**config.mk**
```make
export PLATFORM = sky130hd
export DESIGN_NAME = apb_initiator
export DESIGN_NICKNAME = d
export VERILOG_FILES = /design/src/rtl/apb_initiator_pkg.sv /design/src/rtl/apb_watchdog_cnt.sv /design/src/rtl/apb_initiator.sv
export SDC_FILE = /design/constraint.sdc
export NUM_CORES = 1
export LEC_CHECK = 0
export ABC_AREA = 0
export ABC_CLOCK_PERIOD_IN_PS = 2200
export CAP_MARGIN = 40
export CORE_MARGIN = 2
export CORE_UTILIZATION = 30
export DETAILED_ROUTE_END_ITERATION = 7
export DONT_BUFFER_PORTS = 1
export PLACE_DENSITY = 0.55
export SYNTH_ARGS = -nofsm -noshare
export SYNTH_HDL_FRONTEND = slang
export SYNTH_SLANG_ARGS = --single-unit
```
**constraint.sdc**
```tcl
create_clock -name clk_i -period 2.2 [get_ports clk_i]
set_clock_uncertainty 0.05 [all_clocks]
set_input_delay 0.44 -clock clk_i [delete_from_list [all_inputs] [get_ports clk_i]]
set_output_delay 0.44 -clock clk_i [all_outputs]
set_load 0.01 [all_outputs]
```
**src/rtl/apb_initiator_pkg.sv**
```systemverilog
// apb_initiator_pkg: shared state, request/response types and the watchdog width helper.
package apb_initiator_pkg;
  localparam int ApbAddrW = 32;
  localparam int ApbDataW = 32;
  typedef enum logic [1:0] {IDLE, SETUP, ACCESS, RESP} apb_state_e;
  typedef struct packed {
    logic [ApbAddrW-1:0] addr;
    logic                write;
    logic [ApbDataW-1:0] wdata;
  } apb_init_req_t;
  typedef struct packed {
    logic [ApbDataW-1:0] rdata;
    logic                err;
    logic                timeout;
  } apb_init_resp_t;
  function automatic int wd_cnt_width(input int cycles);
    return (cycles < 1) ? 1 : $clog2(cycles + 1);
  endfunction
endpackage

```
**src/rtl/apb_watchdog_cnt.sv**
```systemverilog
// apb_watchdog_cnt: saturating ACCESS-phase cycle counter; TimeoutCycles of 0 never expires.
module apb_watchdog_cnt import apb_initiator_pkg::*; #(
  parameter int TimeoutCycles = 1024
) (
  input  logic clk_i,
  input  logic rst_i,
  input  logic clear_i,
  input  logic enable_i,
  output logic expired_o
);
  localparam int CW = wd_cnt_width(TimeoutCycles);
  localparam logic [CW-1:0] Last = CW'(TimeoutCycles > 0 ? TimeoutCycles - 1 : 0);
  localparam logic [CW-1:0] Sat  = CW'(TimeoutCycles);
  logic [CW-1:0] cnt_q, cnt_d;
  assign expired_o = (TimeoutCycles != 0) && enable_i && (cnt_q == Last);
  always_comb cnt_d = clear_i ? '0 : (enable_i && cnt_q != Sat) ? cnt_q + CW'(1) : cnt_q;
  always_ff @(posedge clk_i) cnt_q <= rst_i ? '0 : cnt_d;
endmodule

```
**src/rtl/apb_initiator.sv**
```systemverilog
// apb_initiator: single-outstanding APB3 requester bridging valid/ready request and response streams.
module apb_initiator import apb_initiator_pkg::*; #(
  parameter int AddrWidth     = 32,
  parameter int DataWidth     = 32,
  parameter int TimeoutCycles = 1024
) (
  input  logic                 clk_i,
  input  logic                 rst_i,
  input  logic                 req_valid_i,
  output logic                 req_ready_o,
  input  logic [AddrWidth-1:0] req_addr_i,
  input  logic                 req_write_i,
  input  logic [DataWidth-1:0] req_wdata_i,
  output logic                 resp_valid_o,
  input  logic                 resp_ready_i,
  output logic [DataWidth-1:0] resp_rdata_o,
  output logic                 resp_err_o,
  output logic                 resp_timeout_o,
  output logic                 busy_o,
  output logic                 psel_o,
  output logic                 penable_o,
  output logic                 pwrite_o,
  output logic [AddrWidth-1:0] paddr_o,
  output logic [DataWidth-1:0] pwdata_o,
  input  logic [DataWidth-1:0] prdata_i,
  input  logic                 pready_i,
  input  logic                 pslverr_i
);
  apb_state_e     state_q, state_d;
  apb_init_req_t  req_q, req_d;
  apb_init_resp_t resp_q, resp_d;
  logic           expired;
  apb_watchdog_cnt #(.TimeoutCycles(TimeoutCycles)) u_wd (
    .clk_i     (clk_i),
    .rst_i     (rst_i),
    .clear_i   (state_q == SETUP),
    .enable_i  (state_q == ACCESS && !pready_i),
    .expired_o (expired)
  );
  always_ff @(posedge clk_i) begin
    state_q <= rst_i ? IDLE : state_d;
    req_q   <= rst_i ? '0 : req_d;
    resp_q  <= rst_i ? '0 : resp_d;
  end
  always_comb begin
    state_d = state_q;
    req_d   = req_q;
    resp_d  = resp_q;
    unique case (state_q)
      IDLE: if (req_valid_i) begin
        state_d = SETUP;
        req_d   = '{addr: ApbAddrW'(req_addr_i), write: req_write_i, wdata: ApbDataW'(req_wdata_i)};
      end
      SETUP: state_d = ACCESS;
      // pready is checked first so a ready on the expiry cycle completes normally
      ACCESS: if (pready_i) begin
        state_d = RESP;
        resp_d  = '{rdata: req_q.write ? '0 : ApbDataW'(prdata_i), err: pslverr_i, timeout: 1'b0};
      end else if (expired) begin
        state_d = RESP;
        resp_d  = '{rdata: '0, err: 1'b1, timeout: 1'b1};
      end
      RESP: if (resp_ready_i) state_d = IDLE;
      default: state_d = IDLE;
    endcase
  end
  always_comb begin
    req_ready_o    = state_q == IDLE && !rst_i;
    busy_o         = state_q != IDLE;
    psel_o         = state_q == SETUP || state_q == ACCESS;
    penable_o      = state_q == ACCESS;
    pwrite_o       = req_q.write;
    paddr_o        = req_q.addr[AddrWidth-1:0];
    pwdata_o       = req_q.wdata[DataWidth-1:0];
    resp_valid_o   = state_q == RESP;
    resp_rdata_o   = resp_q.rdata[DataWidth-1:0];
    resp_err_o     = resp_q.err;
    resp_timeout_o = resp_q.timeout;
  end
endmodule

```
* After elaboration in Yosys (flattened, before gate mapping)
Index checks and enable logic that the tools add are counted.
** Word-level totals
- Flip-flop bits (word level) :: 112
- Latch bits :: 0
- Bits in writable memories :: 0
- ROM bits :: 0
- Output and inout bits :: 104
- Word-level logic and storage cells :: 39
- Memories :: 0
** Cells by class
- Add/sub/neg operators :: 1
- Multipliers :: 0
- Divide/modulo/power cells :: 0
- Magnitude comparators :: 0
- Eq/ne operators :: 8
- Shifts and indexed selects :: 0
- Mux-type cells :: 8
- Bitwise operators :: 0
- Reduce and logical (&&, ||, !) cells :: 14
** Operators with widths (number)
- 34-bit two-way mux :: 2
- 32-bit two-way mux :: 1
- 11-bit by 1-bit adder with 11-bit output (second input constant) :: 1
- 11-bit by 10-bit equality test with 1-bit output (second input constant) :: 1
- 11-bit inequality test (second input constant) :: 1
- 2-bit two-way mux :: 4
- 2-bit one-hot mux with 4 select lines :: 1
- 2-bit equality test (second input constant) :: 2
- 1-bit logical AND :: 4
- 2-bit AND reduction :: 2
- 2-bit nonzero test :: 2
- 3-bit by 1-bit inequality test with 1-bit output (second input constant) :: 1
- 3-bit AND reduction :: 1
- 2-bit by 1-bit equality test with 1-bit output (second input constant) :: 1
- 1-bit logical NOT :: 2
- 2-bit logical NOT :: 1
- 2-bit by 1-bit inequality test with 1-bit output (second input constant) :: 1
- 2-bit inequality test (second input constant) :: 1
- 2-bit OR reduction :: 1
- 1-bit logical OR :: 1

* Depth between registers and ports, before layout
Gate-level depths: netlist (run 1).
- Word-level depth :: 6
- Mapped depth :: 7
- Depth with buffers taken out :: 6

* Cells and area by module
From an unflattened synthesis (run 1), not the netlist that was laid out.
** Unflattened totals
- Cell total of the unflattened synthesis :: 520
- Area total of the unflattened synthesis :: 4199.0 µm²
** Modules (own cells, without submodules)
- apb_initiator :: instances 1, cells an instance 458, area an instance 3664.8 µm²
- apb_watchdog_cnt :: instances 1, cells an instance 62, area an instance 534.3 µm²

* Worst setup path before layout (run 1)
OpenSTA, ideal clock, no wires.
- Kind :: register -> register
- From :: register state_q[0]
- To :: register u_wd.cnt_q[10]
- Setup time :: 0.071 ns
- Arrival time :: 1.552 ns
- Data required time :: 2.079 ns
- Slack :: 0.528 ns
- Cell stages (with the launch flop) :: 7
- Buffers on the path :: 0
- Period minus slack after synthesis :: 1.672 ns
- Cells stage by stage :: dfxtp_1 inv_1 ha_1 nand2b_1 or3_4 or3_1 a21oi_1
** On the way
- Word-level cells in the longest chain between the ends :: 3
- Elaborated cells on any way between the ends :: 5
- Classes of those cells :: eq/ne (2); reduce/logical (3)
** Ends and longest elaborated chain
- start, declared :: RTL line apb_initiator.sv:29 : apb_state_e state_q, state_d;
- start signal, assigned :: RTL line apb_initiator.sv:41 : state_q <= rst_i ? IDLE : state_d;
- 2-bit equality test
- net penable_o :: RTL line apb_initiator.sv:21 : output logic penable_o,
- 1-bit logical AND :: RTL line apb_initiator.sv:37 : .enable_i (state_q == ACCESS && !pready_i),
- 1-bit logical AND :: RTL line apb_watchdog_cnt.sv:16 : always_comb cnt_d = clear_i ? '0 : (enable_i && cnt_q != Sat) ? cnt_q + CW'(1) : cnt_q;
- end signal, assigned :: RTL line apb_watchdog_cnt.sv:17 : always_ff @(posedge clk_i) cnt_q <= rst_i ? '0 : cnt_d;
- end, declared :: RTL line apb_watchdog_cnt.sv:14 : logic [CW-1:0] cnt_q, cnt_d;
The timed path passes the listed nets, and every way through them passes these cells.
A chain may end at the register's enable or synchronous reset.

* Final worst setup path (run 1)
- From :: register state_q[0]
- To :: output port req_ready_o
** On the way
- Word-level cells in the longest chain between the ends :: 2
** Ends and longest elaborated chain
- 2-bit logical NOT :: RTL line apb_initiator.sv:68 : req_ready_o = state_q == IDLE && !rst_i;
- 1-bit logical AND :: RTL line apb_initiator.sv:68
- end, declared :: RTL line apb_initiator.sv:10 : output logic req_ready_o,
No other way between the ends.

==> results by group, run 1 <==
Outcome
  • Run status: finished, final reports clean

Global routing
  • Largest net degree at the start of global routing: 104
  • Antenna violations before repair: 0
  • GRT Util Overall: 0.134
  • Number of global-route vias before repair: 3,140
  • Overall overflow remaining after global route: 0
  • First-pass GRT wire length: 15,700 um

Critical path
  • Worst setup path category: register to primary output
  • Cell repeated most along the worst path: sky130_fd_sc_hd__inv_1
  • Slowest stage delay, CP: 0.35 ns
  • Number of buffers and inverters on the critical path: 2
  • Worst Setup Start Kind: register
  • Crit-path max FO: 4
  • Launch instance of the worst register-to-register path: u_wd.cnt_q[0]
  • Slowest cell on crit path: sky130_fd_sc_hd__dfxtp_1
  • Kind of cell adding the most delay to the critical path: flip-flops
  • Flop-to-flop setup slack: 0.35 ns
  • Worst R2R End: resp_rdata_o[8]
  • Arrival time worst endpoint: ~1.4 ns
  • Logic depth of the worst register-to-register path: 5
  • Required arrival time at the worst endpoint: 1.71 ns
  • Crit. End Element: primary output
  • Chain of cells forming the critical path: inv_1 -> ha_1 -> inv_1 -> nor2_1

Min path
  • Worst hold path cell count: 1
  • Hold_sp: rst_i
  • Worst min-delay path endpoint: paddr_o[6]
  • Type of the worst min-delay path: input pin to register

Clock tree
  • Library cell used as clock root buffer: sky130_fd_sc_hd__clkbuf_16
  • CTS Buffer Depth: 2
  • CTS H-Tree Depth: 3
  • Buffers inserted by post-CTS timing repair: 0
  • Number of sinks handled by clock tree synthesis: 112
  • Hold buffers post-CTS: 0
  • Clock latency of the later-clocked register in the worst-skew pair: 0.35 ns
  • Clock tree from TritonCTS: built
  • Number of buffers inserted during clock tree synthesis: 9
  • Clock transition at the register clock pins on the worst setup and hold paths after CTS: 0.07 ns
  • CTS-repair resized insts: 0

Timing
  • Final count of negative-setup-slack endpoints: 0
  • Number of pins exceeding their max-slew limit in the final report: 0
  • Setup repair after global routing missed its margin: false
  • Ratio of final minimum period to clock period: 0.875
  • Total Neg Setup Slack: 0 ns
  • Hold Vio Cnt, Final: 0
  • Fin crit period: 1.93 ns
  • Worst hold-check slack: 0.108 ns
  • Worst slew margin: 0.695
  • Peak Freq: 0.519 GHz
  • Worst-margin pin slew: 0.453 ns

Synth
  • Cell with the most instances after synthesis: sky130_fd_sc_hd__nand2_1
  • Share of synthesized area occupied by flip-flops and latches: 0.533
  • Top cell types by occurrence after synthesis: sky130_fd_sc_hd__nand2_1 (169), sky130_fd_sc_hd__dfxtp_1 (112), sky130_fd_sc_hd__a21oi_1 (102)
  • Warnings, synthesis: 0
  • Area of the mapped netlist: 4200 um^2
  • Synthesized area divided by synthesized cell count: 8.13 um^2
  • Top cell type's share of synthesized area: 0.533
  • Synth async-reset ratio: 0
  • Library cells used by synthesis: 40
  • Area contributors post-synth: sky130_fd_sc_hd__dfxtp_1 (53%), sky130_fd_sc_hd__nand2_1 (15%), sky130_fd_sc_hd__a21oi_1 (12%)
  • Dominant register cell in the synthesized netlist: sky130_fd_sc_hd__dfxtp_1
  • EDFF count, synth: 0
  • Syn nets: ~630
  • Most area-hungry cell type in the Yosys netlist: sky130_fd_sc_hd__dfxtp_1
  • Post-synthesis sequential element count: roughly 110
  • Synth Instances: about 520

Placement
  • Number of port buffers: 0
  • HPWL after detailed placement: between 7000 and 8000 um
  • Cell count after placement: 667
  • Final RePlAce weighted congestion: 0.775

Die
  • Core region area: ~14,000 um^2
  • # rows: 43
  • Die width: about 120 um
  • Starting density of the core: 0.305
  • Die area: ~15,000 um^2
  • Die Ht: 122 um
  • I/O pin count: between 200 and 250

Route
  • Routed length per instance: 15.3 um
  • First-pass iteration count of the detailed router: 4
  • Via-to-Cell Ratio: slightly below 5
  • Drc violations: 0
  • Number of antenna-violating nets in the routed design: 0
  • Number of vias after detailed routing: 3,370
  • Iteration-0 DRC count of the detailed router: 128
  • Total wirelength of the detailed-routed design: 10,500 um

Final layout
  • Share of post-route cells with drive strength above 1: 0.0578
  • Non-filler instance count after layout: 682
  • Fill cells: 1,480
  • Antenna diodes: 0
  • Layout overhead on the synthesized area: 9.40%
  • # nets final: 607

Power
  • Cell leakage power: between 0.0015 and 0.002 uW
  • Power Dens Cells: 1160 nW/um^2
  • Combinational power share: 0.214
  • Internal power: 3490 uW
  • Peak VDD IR: between 0.3 and 0.4 mV
  • Reported net switching power: approximately 1800 uW
  • Clock share of power: 0.275
  • Seq pwr share: 0.511
  • Switching share of power: 0.346
  • Overall power after layout: 5330 uW

Job
  • Maxcap violations: 0
metal layers:
metal / GRT usage / up-vias / share of wire
met5: 0 / - / 0
met4: 0.0848 / 0 / 0.037
met3: 0.0455 / 28 / 0.071
met2: 0.216 / 109 / 0.48
met1: 0.150 / 1565 / 0.41
li1: - / 1668 / -
cell families after synthesis:
group,share of synthesized area
buf+inv,0.0438
simple gates,0.205
mux,0.00238
xor+xnor,0.0167
compound gates,0.181
fa+ha+maj,0.0179
flops,0.533
sequential cells by signal, summed over array words and instances (netlist names):
signal and flops:
paddr_o 32, u_wd.cnt_q 11, resp_err_o 1, state_q 2
resp_rdata_o 32, pwdata_o 32, pwrite_o 1, resp_timeout_o 1
worst max-delay path by stage:
| stage | startpoint | endpoint | slack (ns) | cells after the start |
|---|---|---|---|---|
| floorplan | state_q[0] | u_wd.cnt_q[10] | 0.53 | 6 |
| global placement | u_wd.cnt_q[0] | resp_err_o | 0.43 | 5 |
| detailed placement | u_wd.cnt_q[0] | resp_rdata_o[9] | 0.40 | 5 |
| CTS | state_q[1] | req_ready_o | 0.25 | 4 |
| global route | state_q[1] | req_ready_o | 0.10 | 4 |
| finish | state_q[0] | req_ready_o | 0.27 | 4 |
power groups by stage:
stage	Clock (uW)	Combinational [uW]	Sequential, uW
global placement	0	1110	2770
global route	1600	1320	2760
detailed placement	0	1150	2780
CTS	1520	1150	2740
finish	1470	1140	2730
floorplan	0	907	2690
layout by cell type, fill, tap and decap left out, types with 2 or more instances in the layout:
| cell | count |
|---|---|
| sky130_fd_sc_hd__o21ai_1 | 32 |
| sky130_fd_sc_hd__nor4b_1 | 2 |
| sky130_fd_sc_hd__buf_4 | 3 |
| sky130_fd_sc_hd__dfxtp_1 | 112 |
| sky130_fd_sc_hd__nand2_1 | 168 |
| sky130_fd_sc_hd__inv_1 | 8 |
| sky130_fd_sc_hd__nand4_1 | 3 |
| sky130_fd_sc_hd__ha_1 | 6 |
| sky130_fd_sc_hd__clkbuf_16 | 9 |
| sky130_fd_sc_hd__clkbuf_1 | 2 |
| sky130_fd_sc_hd__nand2b_1 | 2 |
| sky130_fd_sc_hd__clkinv_2 | 3 |
| sky130_fd_sc_hd__nor2_1 | 12 |
| sky130_fd_sc_hd__xor2_1 | 7 |
| sky130_fd_sc_hd__a21oi_1 | 102 |
| sky130_fd_sc_hd__buf_12 | 2 |
per-stage QoR:
stage | setup slack (ns) | cell area (um^2) | utilization
global route | 0.103 | 4600 | 0.334
CTS | 0.252 | 4600 | 0.334
finish | 0.275 | 4600 | 0.334
detailed placement | 0.403 | 4340 | 0.315
global placement | 0.434 | 4340 | 0.315
floorplan | 0.528 | 4200 | -
area by class of cell:
type	instances	area, um^2	area share
flip-flops and latches	112	2240	0.487
multi-input cells	362	1780	0.388
clock buffers	11	233	0.0506
well taps	180	225	0.0490
repair buffers	5	62.6	0.0136
inverters	8	30.0	0.00653
clock inverters	4	22.5	0.00490
No activity file was read; power rests on OpenSTA's default activity.
==> run 2: changes to the inputs <==
--- a/config.mk
+++ b/config.mk
@@ -9,10 +9,10 @@
 export ABC_CLOCK_PERIOD_IN_PS = 2200
 export CAP_MARGIN = 40
 export CORE_MARGIN = 2
-export CORE_UTILIZATION = 30
+export CORE_UTILIZATION = 62
 export DETAILED_ROUTE_END_ITERATION = 7
 export DONT_BUFFER_PORTS = 1
-export PLACE_DENSITY = 0.55
+export PLACE_DENSITY = 0.89
 export SYNTH_ARGS = -nofsm -noshare
 export SYNTH_HDL_FRONTEND = slang
 export SYNTH_SLANG_ARGS = --single-unit
==> results by group, run 2 (same netlist as run 1, synthesis figures left out) <==
Outcome
  • Run status: finished, final reports clean

Placement
  • Number of port buffers: 0 (unchanged)
  • Area post-placement: 4220 um^2 (-2.9%)
  • HPWL after detailed placement: 6750 um (-7.7%)
  • Setup Slack @ Placement: 0.365 ns (-0.0386 ns)
  • Final RePlAce weighted congestion: 0.836 (+8.0%)

Critical path
  • Arrival time worst endpoint: 2.08 ns (+0.64 ns)
  • Required arrival time at the worst endpoint: 2.42 ns (+0.71 ns)
  • Worst Setup Start Kind: register
  • Worst setup path category: register to register
  • Crit-path max FO: 28 (+24)
  • Logic depth of the worst register-to-register path: 6 (+1)
  • Flop-to-flop setup slack: 0.35 ns (about the same)
  • Worst R2R End: resp_rdata_o[2]
  • Launch instance of the worst register-to-register path: state_q[0]
  • Crit. End Element: register

Power
  • Power Dens Cells: 1130 nW/um^2 (-2.5%)
  • Cell leakage power: 0.00156 uW (-2.8%)
  • Overall power after layout: 4960 uW (-6.9%)
  • Peak VDD IR: 0.741 mV (+100%)

Timing
  • Worst-margin pin slew: 0.425 ns (-0.0274 ns)
  • Fin crit period: 1.85 ns (-0.0722 ns)
  • Peak Freq: 0.540 GHz (+3.9%)
  • Number of pins exceeding their max-slew limit in the final report: 0 (unchanged)
  • Hold Vio Cnt, Final: 0 (unchanged)
  • Slack of the critical path: 0.347 ns (+0.0722 ns)
  • Ratio of final minimum period to clock period: 0.842 (-0.0328)
  • Worst slew margin: 0.717 (+0.0216)
  • Total Neg Setup Slack: 0 ns (unchanged)
  • Final count of negative-setup-slack endpoints: 0 (unchanged)
  • Setup repair after global routing missed its margin: false

Clock tree
  • CTS Buffer Depth: 2 (unchanged)
  • Number of buffers inserted during clock tree synthesis: 9 (unchanged)
  • Library cell used as clock root buffer: sky130_fd_sc_hd__clkbuf_8
  • CTS H-Tree Depth: 3 (unchanged)
  • CTS-repair resized insts: 0 (unchanged)
  • Number of sinks handled by clock tree synthesis: 112 (unchanged)
  • Clock transition at the register clock pins on the worst setup and hold paths after CTS: 0.10 ns (+0.03 ns)
  • Buffers inserted by post-CTS timing repair: 0 (unchanged)
  • Clock latency of the later-clocked register in the worst-skew pair: 0.35 ns (about the same)
  • Clock tree from TritonCTS: built
  • Hold buffers post-CTS: 0 (unchanged)

Die
  • I/O pin count: 207 (unchanged)
  • Starting density of the core: 0.629 (+0.324)
  • # rows: 30 (-30%)
  • Die width: 86.3 um (-29%)
  • Die area: 7460 um^2 (-50%)
  • Core region area: 6680 um^2 (-51%)
  • Die Ht: 86.3 um (-29%)

Global routing
  • Antenna violations before repair: 0 (unchanged)
  • Number of global-route vias before repair: 3,055 (-2.7%)
  • Largest net degree at the start of global routing: 104 (unchanged)
  • Overall overflow remaining after global route: 0 (unchanged)
  • GRT Util Overall: 0.243 (+0.109)
  • First-pass GRT wire length: 14,400 um (-7.7%)

Route
  • Via-to-Cell Ratio: 5.87 (+19%)
  • Total wirelength of the detailed-routed design: 9620 um (-8.0%)
  • Number of vias after detailed routing: 3,422 (+1.5%)
  • First-pass iteration count of the detailed router: 5 (+1)
  • Number of antenna-violating nets in the routed design: 0 (unchanged)
  • Drc violations: 0 (unchanged)
  • Routed length per instance: 16.5 um (+7.6%)
  • Iteration-0 DRC count of the detailed router: 157 (+23%)

Final layout
  • Area of the multi-input gates: 1780 um^2 (unchanged)
  • Most frequent cells in the layout: sky130_fd_sc_hd__nand2_1 (168), sky130_fd_sc_hd__dfxtp_1 (112), sky130_fd_sc_hd__a21oi_1 (102)
  • Final core utilization: 0.657 (+0.323)
  • Layout overhead on the synthesized area: 4.46%
  • Area occupied by registers: 2240 um^2 (unchanged)
  • Antenna diodes: 0 (unchanged)
  • Fill cells: 572 (-61%)
  • Non-Filler Cell Area, Final: 4390 um^2 (-4.5%)
  • # nets final: 607 (unchanged)
  • Share of post-route cells with drive strength above 1: 0.0596 (+0.00187)
  • Most common library cell in the layout ignoring fill and taps: sky130_fd_sc_hd__nand2_1

Min path
  • Worst min-delay path endpoint: paddr_o[5]
  • Type of the worst min-delay path: input pin to register
  • Worst hold path cell count: 1 (unchanged)
  • Hold_sp: rst_i

Job
  • Maxcap violations: 0 (unchanged)
==> run 2: cell count changes in the layout (fill, tap and decap cells not counted), sizes merged <==
cell	change
inv	+1
clkinv	-1
clkinvlp	+1
==> run 2: layout make-up <==
cell class | count | area share
flip-flops and latches | 112 | 0.511
multi-input cells | 362 | 0.406
clock buffers | 11 | 0.0299
well taps | 80 | 0.0228
repair buffers | 5 | 0.0142
clock inverters | 5 | 0.00940
inverters | 8 | 0.00684
==> run 2: power by group <==
group          internal [uW]  total (uW)  switching, uW  leakage (uW)
registers               2350        2720            369      0.000913
logic                    377        1150            772      0.000568
clock network            422        1090            670     0.0000801
==> run 2: routing by layer <==
metal,track usage,part of all wire,up-vias
li1,-,-,1665
met1,0.295,0.40,1566
met2,0.401,0.49,174
met3,0.0790,0.092,17
met4,0.0952,0.019,0
met5,0,0,-
==> run 2: worst max path at each step <==
stage                          start  cells after the start               to  slack, ns
after detailed placement  state_q[0]                      6   u_wd.cnt_q[10]       0.36
final                     state_q[0]                      6  resp_rdata_o[2]       0.35
after floorplan           state_q[0]                      6   u_wd.cnt_q[10]       0.53
after global routing      state_q[0]                      6  resp_rdata_o[2]       0.19
after global placement    state_q[0]                      6   u_wd.cnt_q[10]       0.42
after CTS                 state_q[0]                      6   u_wd.cnt_q[10]       0.34
==> run 2: worst max-delay path, cell delays in order, from the launching register on <==
cell and delay (ns):
sky130_fd_sc_hd__dfxtp_1 0.39, sky130_fd_sc_hd__inv_1 0.09, sky130_fd_sc_hd__ha_1 0.33, sky130_fd_sc_hd__inv_1 0.27
sky130_fd_sc_hd__buf_4 0.35, sky130_fd_sc_hd__o21ai_1 0.11, sky130_fd_sc_hd__a21oi_1 0.18
==> run 2: stage by stage <==
step	cells	hold WS, ns
6_report	583	0.102
5_1_grt	583	0.0755
4_1_cts	583	0.0827
3_5_place_dp	567	0.439
3_3_place_gp	567	0.432
2_1_floorplan	517	0.431
